==> src/rtl/i2c_slave_regbank_ctrl_pkg.sv <==
// Shared types and defaults for the I2C slave register-bank controller.
package i2c_slave_regbank_ctrl_pkg;
  typedef enum logic [1:0] {
    ST_IDLE = 2'd0,
    ST_PTR  = 2'd1,
    ST_DATA = 2'd2
  } state_e;

  localparam logic [7:0] ZERO8       = 8'h00;
  localparam int         AW_DEF      = 4;
  localparam int         RO_BASE_DEF = 12;
endpackage

==> src/rtl/i2c_edge_det.sv <==
// Registered edge detector: one sync flop, then rise/fall against the previous sample.
module i2c_edge_det (
  input  logic clk,
  input  logic reset,
  input  logic in_i,
  output logic lvl_o,
  output logic rise_o,
  output logic fall_o
);
  logic s_q, last_q;

  always_ff @(posedge clk) begin
    if (!reset) begin
      s_q    <= 1'b0;
      last_q <= 1'b0;
    end else begin
      s_q    <= in_i;
      last_q <= s_q;
    end
  end

  assign lvl_o  = s_q;
  assign rise_o = s_q & ~last_q;
  assign fall_o = ~s_q & last_q;
endmodule

==> src/rtl/i2c_slave_regbank_ctrl.sv <==
// I2C slave byte-engine sequencer sharing a single-port register bank with a host port.
// Optional sticky write-event interrupt under `I2C_REGBANK_IRQ_EN.
module i2c_slave_regbank_ctrl
  import i2c_slave_regbank_ctrl_pkg::*;
#(
  parameter int AW      = AW_DEF,
  parameter int RO_BASE = RO_BASE_DEF
) (
`ifdef I2C_REGBANK_IRQ_EN
  output logic          irq,
  input  logic          irq_clr,
`endif
  input  logic          clk,
  input  logic          reset,
  input  logic          i2c_active,
  input  logic          received,
  input  logic [7:0]    datareceive,
  input  logic          sended,
  output logic [7:0]    datasend,
  input  logic          h_req,
  input  logic          h_we,
  input  logic [AW-1:0] h_addr,
  input  logic [7:0]    h_wdata,
  output logic [7:0]    h_rdata,
  output logic          h_ack
);
  localparam int          DEPTH  = 2**AW;
  localparam logic [AW:0] RO_LIM = (AW+1)'(RO_BASE);

  logic [7:0]    mem_q [DEPTH];
  state_e        st_q, st_d;
  logic [AW-1:0] ptr_q, ptr_d, ptr_inc;
  logic [7:0]    ds_q, ds_d, rdata_q;
  logic          ack_q, i2c_we, i2c_bank, h_grant, ptr_wr_ok;

  logic act_lvl, act_rise, act_fall, rx_rise, tx_rise;
  logic rx_lvl_unused, rx_fall_unused, tx_lvl_unused, tx_fall_unused;
  logic [7:0] rx_byte_unused;

  assign rx_byte_unused = datareceive;

  i2c_edge_det u_act (.clk(clk), .reset(reset), .in_i(i2c_active),
                      .lvl_o(act_lvl), .rise_o(act_rise), .fall_o(act_fall));
  i2c_edge_det u_rx  (.clk(clk), .reset(reset), .in_i(received),
                      .lvl_o(rx_lvl_unused), .rise_o(rx_rise), .fall_o(rx_fall_unused));
  i2c_edge_det u_tx  (.clk(clk), .reset(reset), .in_i(sended),
                      .lvl_o(tx_lvl_unused), .rise_o(tx_rise), .fall_o(tx_fall_unused));

  assign ptr_inc   = ptr_q + AW'(1);
  assign ptr_wr_ok = ({1'b0, ptr_q} < RO_LIM);

  always_ff @(posedge clk) begin
    if (!reset) st_q <= ST_IDLE;
    else        st_q <= st_d;
  end

  always_comb begin
    st_d = st_q;
    if (!act_lvl) st_d = ST_IDLE;
    else begin
      case (st_q)
        ST_IDLE: if (act_rise) st_d = ST_PTR;
        ST_PTR:  if (rx_rise)  st_d = ST_DATA;
        default: ;
      endcase
    end
  end

  // received wins over sended if both rise together; i2c_bank marks a bank access this cycle
  always_comb begin
    ptr_d    = ptr_q;
    ds_d     = ds_q;
    i2c_we   = 1'b0;
    i2c_bank = 1'b0;
    if (act_lvl) begin
      case (st_q)
        ST_IDLE: if (act_rise) begin
          ds_d     = mem_q[ptr_q];
          i2c_bank = 1'b1;
        end
        ST_PTR, ST_DATA: begin
          if (rx_rise) begin
            if (st_q == ST_PTR) begin
              ptr_d    = datareceive[AW-1:0];
              ds_d     = mem_q[datareceive[AW-1:0]];
              i2c_bank = 1'b1;
            end else begin
              ptr_d    = ptr_inc;
              i2c_we   = ptr_wr_ok;
              i2c_bank = ptr_wr_ok;
            end
          end else if (tx_rise) begin
            ptr_d    = ptr_inc;
            ds_d     = mem_q[ptr_inc];
            i2c_bank = 1'b1;
          end
        end
        default: ;
      endcase
    end
  end

  // ack_q blocks a second grant while the host still holds its request
  assign h_grant = h_req & ~ack_q & ~i2c_bank;

  always_ff @(posedge clk) begin
    if (!reset) begin
      ptr_q   <= '0;
      ds_q    <= ZERO8;
      rdata_q <= ZERO8;
      ack_q   <= 1'b0;
      for (int i = 0; i < DEPTH; i++) mem_q[i] <= ZERO8;
    end else begin
      ptr_q <= ptr_d;
      ds_q  <= ds_d;
      ack_q <= h_grant;
      if (h_grant && !h_we) rdata_q <= mem_q[h_addr];
      if (h_grant && h_we)  mem_q[h_addr] <= h_wdata;
      if (i2c_we)           mem_q[ptr_q]  <= datareceive;
    end
  end

  assign datasend = ds_q;
  assign h_rdata  = rdata_q;
  assign h_ack    = ack_q;

`ifdef I2C_REGBANK_IRQ_EN
  logic irq_q, wr_seen_q;

  always_ff @(posedge clk) begin
    if (!reset) begin
      irq_q     <= 1'b0;
      wr_seen_q <= 1'b0;
    end else begin
      if (act_fall && wr_seen_q) irq_q <= 1'b1;
      else if (irq_clr)          irq_q <= 1'b0;
      if (act_fall || act_rise)  wr_seen_q <= 1'b0;
      else if (i2c_we)           wr_seen_q <= 1'b1;
    end
  end

  assign irq = irq_q;
`else
  logic act_fall_unused;
  assign act_fall_unused = act_fall;
`endif
endmodule

==> config.mk <==
export PLATFORM = sky130hd
export DESIGN_NAME = i2c_slave_regbank_ctrl
export DESIGN_NICKNAME = d
export VERILOG_FILES = /design/src/rtl/i2c_slave_regbank_ctrl_pkg.sv /design/src/rtl/i2c_edge_det.sv /design/src/rtl/i2c_slave_regbank_ctrl.sv
export SDC_FILE = /design/constraint.sdc
export NUM_CORES = 1
export LEC_CHECK = 0
export ABC_AREA = 1
export CAP_MARGIN = 20
export CORE_MARGIN = 2
export CORE_UTILIZATION = 50
export DETAILED_ROUTE_END_ITERATION = 12
export PLACE_DENSITY = 0.78
export SLEW_MARGIN = 30
export SYNTH_ARGS = -nofsm -noshare
export SYNTH_HDL_FRONTEND = slang
export SYNTH_HIERARCHICAL = 1
export SYNTH_SLANG_ARGS = --single-unit
==> constraint.sdc <==
create_clock -name clk -period 2.7 [get_ports clk]
set_clock_uncertainty 0.05 [all_clocks]
set_input_delay 0.27 -clock clk [delete_from_list [all_inputs] [get_ports clk]]
set_output_delay 0.27 -clock clk [all_outputs]
set_load 0.1 [all_outputs]
# [Word level (Yosys, flattened, before mapping)]
# Memories as Yosys holds them, arrays and structs flattened. A register that Yosys moved wholly into a read port is not among the register bits.
# Cells that the tools add are included.
# Widths: inputs -> output; s select.
[totals] reg_bits=21 input_bits=27 mem_bits_rw=128 memories=1
[mem_list] name="mem_q" words=16 width=8 rd=4 rd_ports_with_merged_regs=2 write_ports=16 line_no="i2c_slave_regbank_ctrl.sv:30" rtl="logic [7:0] mem_q [DEPTH];"
[op_classes] n_eq_ne=6 mux=36 n_bitwise=10 addsub=1 magnitude_cmp=1 reduce_logical=15
[ops] cell="$mux 8" n=6
[ops] cell="$mux 4" n=7
[ops] cell="$mux 1" n=18
[ops] cell="$pmux 8 s2" n=1
[ops] cell="$reduce_or 8->1" n=2
[ops] cell="$ne 3x3->1 const B" n=2
[ops] cell="$reduce_and 3->1" n=2
[ops] cell="$reduce_bool 2->1" n=3
[ops] cell="$and 1x1->1" n=5
[ops] cell="$not 1->1" n=5
[ops] cell="$reduce_and 5->1" n=1
[ops] cell="$add 4x1->4 const B" n=1
[ops] cell="$lt 4x4->1 const B" n=1
[ops] cell="$mux 2" n=2
[ops] cell="$ne 2x2->1 const B" n=2
[ops] cell="$pmux 2 s2" n=1
[ops] cell="$eq 2x1->1 const B" n=1
[ops] cell="$eq 2x2->1 const B" n=1
[ops] cell="$logic_and 1x1->1" n=2
[ops] cell="$logic_not 1->1" n=2
[ops] cell="$logic_not 2->1" n=1
[ops] cell="$pmux 1 s2" n=1
[ops] cell="$reduce_and 2->1" n=1
[ops] cell="$reduce_or 2->1" n=1

# [Logic depth before layout (Yosys ltp)]
[logic_depth] word_depth=15 depth_mapped=14

# [Modules after synthesis]
# The synthesis kept the hierarchy.
[by_module_without_submodules] mod="i2c_slave_regbank_ctrl" n_inst=1 area_each_um2=11244.5 seq_area_each_um2=4384.2 cells_per_inst=1646
[by_module_without_submodules] mod="i2c_edge_det" n_inst=3 area_each_um2=72.6 seq_area_each_um2=40.0 cells_per_inst=10

# [Worst setup path before layout]
# No wires, ideal clock.
[synth_path] path_type="reg2reg" start="reg st_q[0]" end="mem mem_q[10][0] (enable)" n_path_buf=2 required_time_ns=2.321 setup_ns=0.329 arrival_time_ns=2.148 path_stages_with_launch=13 slack_ns=0.173 cell_sequence="dfxtp_1 inv_1 ha_1 buf_4 nand3_2 inv_2 nand4_4 buf_6 o21ai_4 inv_2 nor2_8 nand3_4 nand2_1"
[synth_lines] item="from (decl)" line_no="i2c_slave_regbank_ctrl.sv:31" rtl="state_e st_q, st_d;"
[synth_lines] item="from (signal assigned)" line_no="i2c_slave_regbank_ctrl.sv:54" rtl="else st_q <= st_d;"
[synth_lines] item="to (decl)" line_no="i2c_slave_regbank_ctrl.sv:30"

==> summary.log <==
qor: clock_tree.cts.path.max_buffers 2
qor: clock_tree.cts_tree yes
qor: cells_and_area.post-route-cell-area 12990 um2
qor: run.drv.max_cap_violation_count 0
qor: clock_tree.cts.sinks 161
qor: power_and_ir_drop.pwr_density_cell 497.1 nW/um2
qor: cells_and_area.layoutNonFillerInstCount 1981
qor: timing.tightestPinTransition 771.6 ps
qor: global_route.antenna_found_initial 0
qor: timing.fmax 0.3887 GHz
qor: placement.placed_cells_incl_taps 1943
qor: synthesis.mappedNetlistArea 11440 um2
qor: global_route.grt_first_pass_wirelength 65920 um
qor: floorplanning.starting_utilization_of_the_core_area 0.5068
qor: worst_setup_path.worst_setup_path_start_kind flop
qor: worst_setup_path.crit_path_end_kind flop
qor: route.final_antenna_net_count 0
qor: placement.gp_congestion 1.008
qor: worst_setup_path.critPathMaxFanout 10
qor: floorplanning.die_area 24110 um2
qor: clock_tree.hold_buffers 0
qor: synthesis.postSynthNetCount 1701
qor: floorplanning.standard_cell_row_count 55
qor: worst_setup_path.setup.worst_path.class reg -> reg
qor: floorplanning.design.portCount 44
qor: route.num_vias 12382
qor: cells_and_area.fill_cells 2141
qor: global_route.first_global_vias 11054
qor: outcome.run_status finished, final reports clean
qor: worst_setup_path.critPathRequiredTime 2790 ps
qor: global_route.grt_overflow 0
qor: route.drc_errors 0
qor: route.drt-pass1-iter-count 7
qor: clock_tree.cts_root_buffer sky130_fd_sc_hd__clkbuf_16
qor: power_and_ir_drop.power.leakage 5.800 nW
qor: worst_setup_path.worst-r2r-setup-slack 130 ps
qor: floorplanning.coreArea 22570 um2
qor: timing.fin_hold_ws 284.2 ps
qor: cells_and_area.most-common-layout-cells sky130_fd_sc_hd__nand2_1 (416), sky130_fd_sc_hd__nand3_1 (401), sky130_fd_sc_hd__inv_1 (160)
qor: timing.timing_hold_violations_final 0
qor: global_route.grt_start_max_net_pins 71
qor: hold_path.min_path_type in -> reg
qor: floorplanning.chipWidth 155.3 um
qor: power_and_ir_drop.power.ir.vdd_worst 0.0004296 V
qor: clock_tree.clkSlewWorstSetupHoldPaths 80 ps
qor: timing.drv_slew 0
qor: placement.port_buffers 43
qor: cells_and_area.drive_gt1_frac 0.1038
qor: clock_tree.numCtsBuffers 17
qor: route.post_drt_wl_per_cell 22.06 um
qor: cells_and_area.num-nets-final 1714
qor: cells_and_area.postLayoutCoreUtil 0.5757
qor: timing.max-slew-margin-rel 0.4856
qor: placement.cell_area_after_placement 12250 um2
qor: placement.hpwlAfterDp 30320 um
qor: clock_tree.cts.htree.levels 4
qor: power_and_ir_drop.power.total 6.460 mW
qor: worst_setup_path.timing.critical_path.arrival 2660 ps
qor: timing.layout_worst_path_cycle_share 0.9529
qor: cells_and_area.area_delta_synth_final 13.58%
qor: floorplanning.die-height 155.3 um
qor: cells_and_area.antenna_cells_inserted 0
qor: clock_tree.clk-insertion-delay-late 450 ps
qor: synthesis.post_synth_inst_count 1670
qor: synthesis.synth_warnings 6
qor: synthesis.syn-mean-instance-area 6.850 um2
qor: global_route.grt.total_usage 0.3649
qor: timing.final_period_minus_worst_setup_slack 2573 ps
qor: cells_and_area.commonest_non_fill_non_tap_cell_in_the_layout sky130_fd_sc_hd__nand2_1
qor: route.detail_route.wirelength 43710 um
qor: route.avgViaCountPerCell 6.250
qor: route.dr.first_iter.drc_count 2253
qor: timing.timing.final.setup_violations 0
[flip-flops by register name (all words and copies together), names as in the netlist, named ones only]
signal	flops
u_tx/last_q	1
st_q	2
datasend	8
h_rdata	8
u_rx/last_q	1
ptr_q	4
u_rx/lvl_o	1
mem_q	128
u_act/lvl_o	1
u_tx/lvl_o	1
h_ack	1
u_act/last_q	1
[repair_timing]
| item | 4_1_cts | 5_1_grt |
|---|---|---|
| buffers inserted | 4 | 2 |
| endpoints found under the setup margin | 128 | 104 |
| pin swaps | 3 | 1 |
| gates resized for setup | 3 | 12 |
[cell type report]
type	count	area (um2)	share of cell area
Multi-Input combinational cell	1223	5868	0.4516
Sequential cell	161	4507	0.3468
Timing Repair Buffer	108	978.4	0.07530
Inverter	172	648.1	0.04988
Clock buffer	17	425.4	0.03274
Tap cell	285	356.6	0.02744
Clock inverter	15	210.2	0.01618
[metal layers]
metal / wire (um) / up-vias / global-route usage
met1: 16530 / 5611 / 0.4974
met4: 2326 / 0 / 0.1774
met2: 18330 / 1048 / 0.5316
met5: 0 / - / 0
met3: 6517 / 178 / 0.1086
li1: - / 5545 / -
[final timing paths]
path	startpoint	endpoint	depth (start not counted)
max	st_q[0]	mem_q[12][0]	12
min	received	u_rx/lvl_o	3
max reg2reg	st_q[0]	mem_q[12][0]	12
min reg2reg	u_rx/lvl_o	u_rx/last_q	2
[per-stage QoR]
step	TNS [ps]	setup WS, ps
floorplan	0	174.7
global placement	0	20.73
detailed placement	-3583	-85.15
CTS	0	45.38
global route	-41.31	-6.287
finish	0	127.1
[worst max-delay path, cell delays in order, from the launching register on]
cell	delay (ps)
sky130_fd_sc_hd__dfxtp_1	400
sky130_fd_sc_hd__inv_1	60
sky130_fd_sc_hd__ha_1	340
sky130_fd_sc_hd__nand3_2	110
sky130_fd_sc_hd__inv_2	80
sky130_fd_sc_hd__nand4_4	70
sky130_fd_sc_hd__buf_12	180
sky130_fd_sc_hd__o21ai_4	240
sky130_fd_sc_hd__inv_2	110
sky130_fd_sc_hd__nor2_4	210
sky130_fd_sc_hd__buf_4	160
sky130_fd_sc_hd__nand3_4	80
sky130_fd_sc_hd__nand2_2	170
[power breakdown]
group / leakage [nW] / internal (mW) / switching [mW]
Clock: 0.309 / 1.36 / 1.21
Combinational: 3.89 / 0.298 / 0.772
Sequential: 1.61 / 2.76 / 0.0606
No activity file was read; power rests on OpenSTA's default activity.
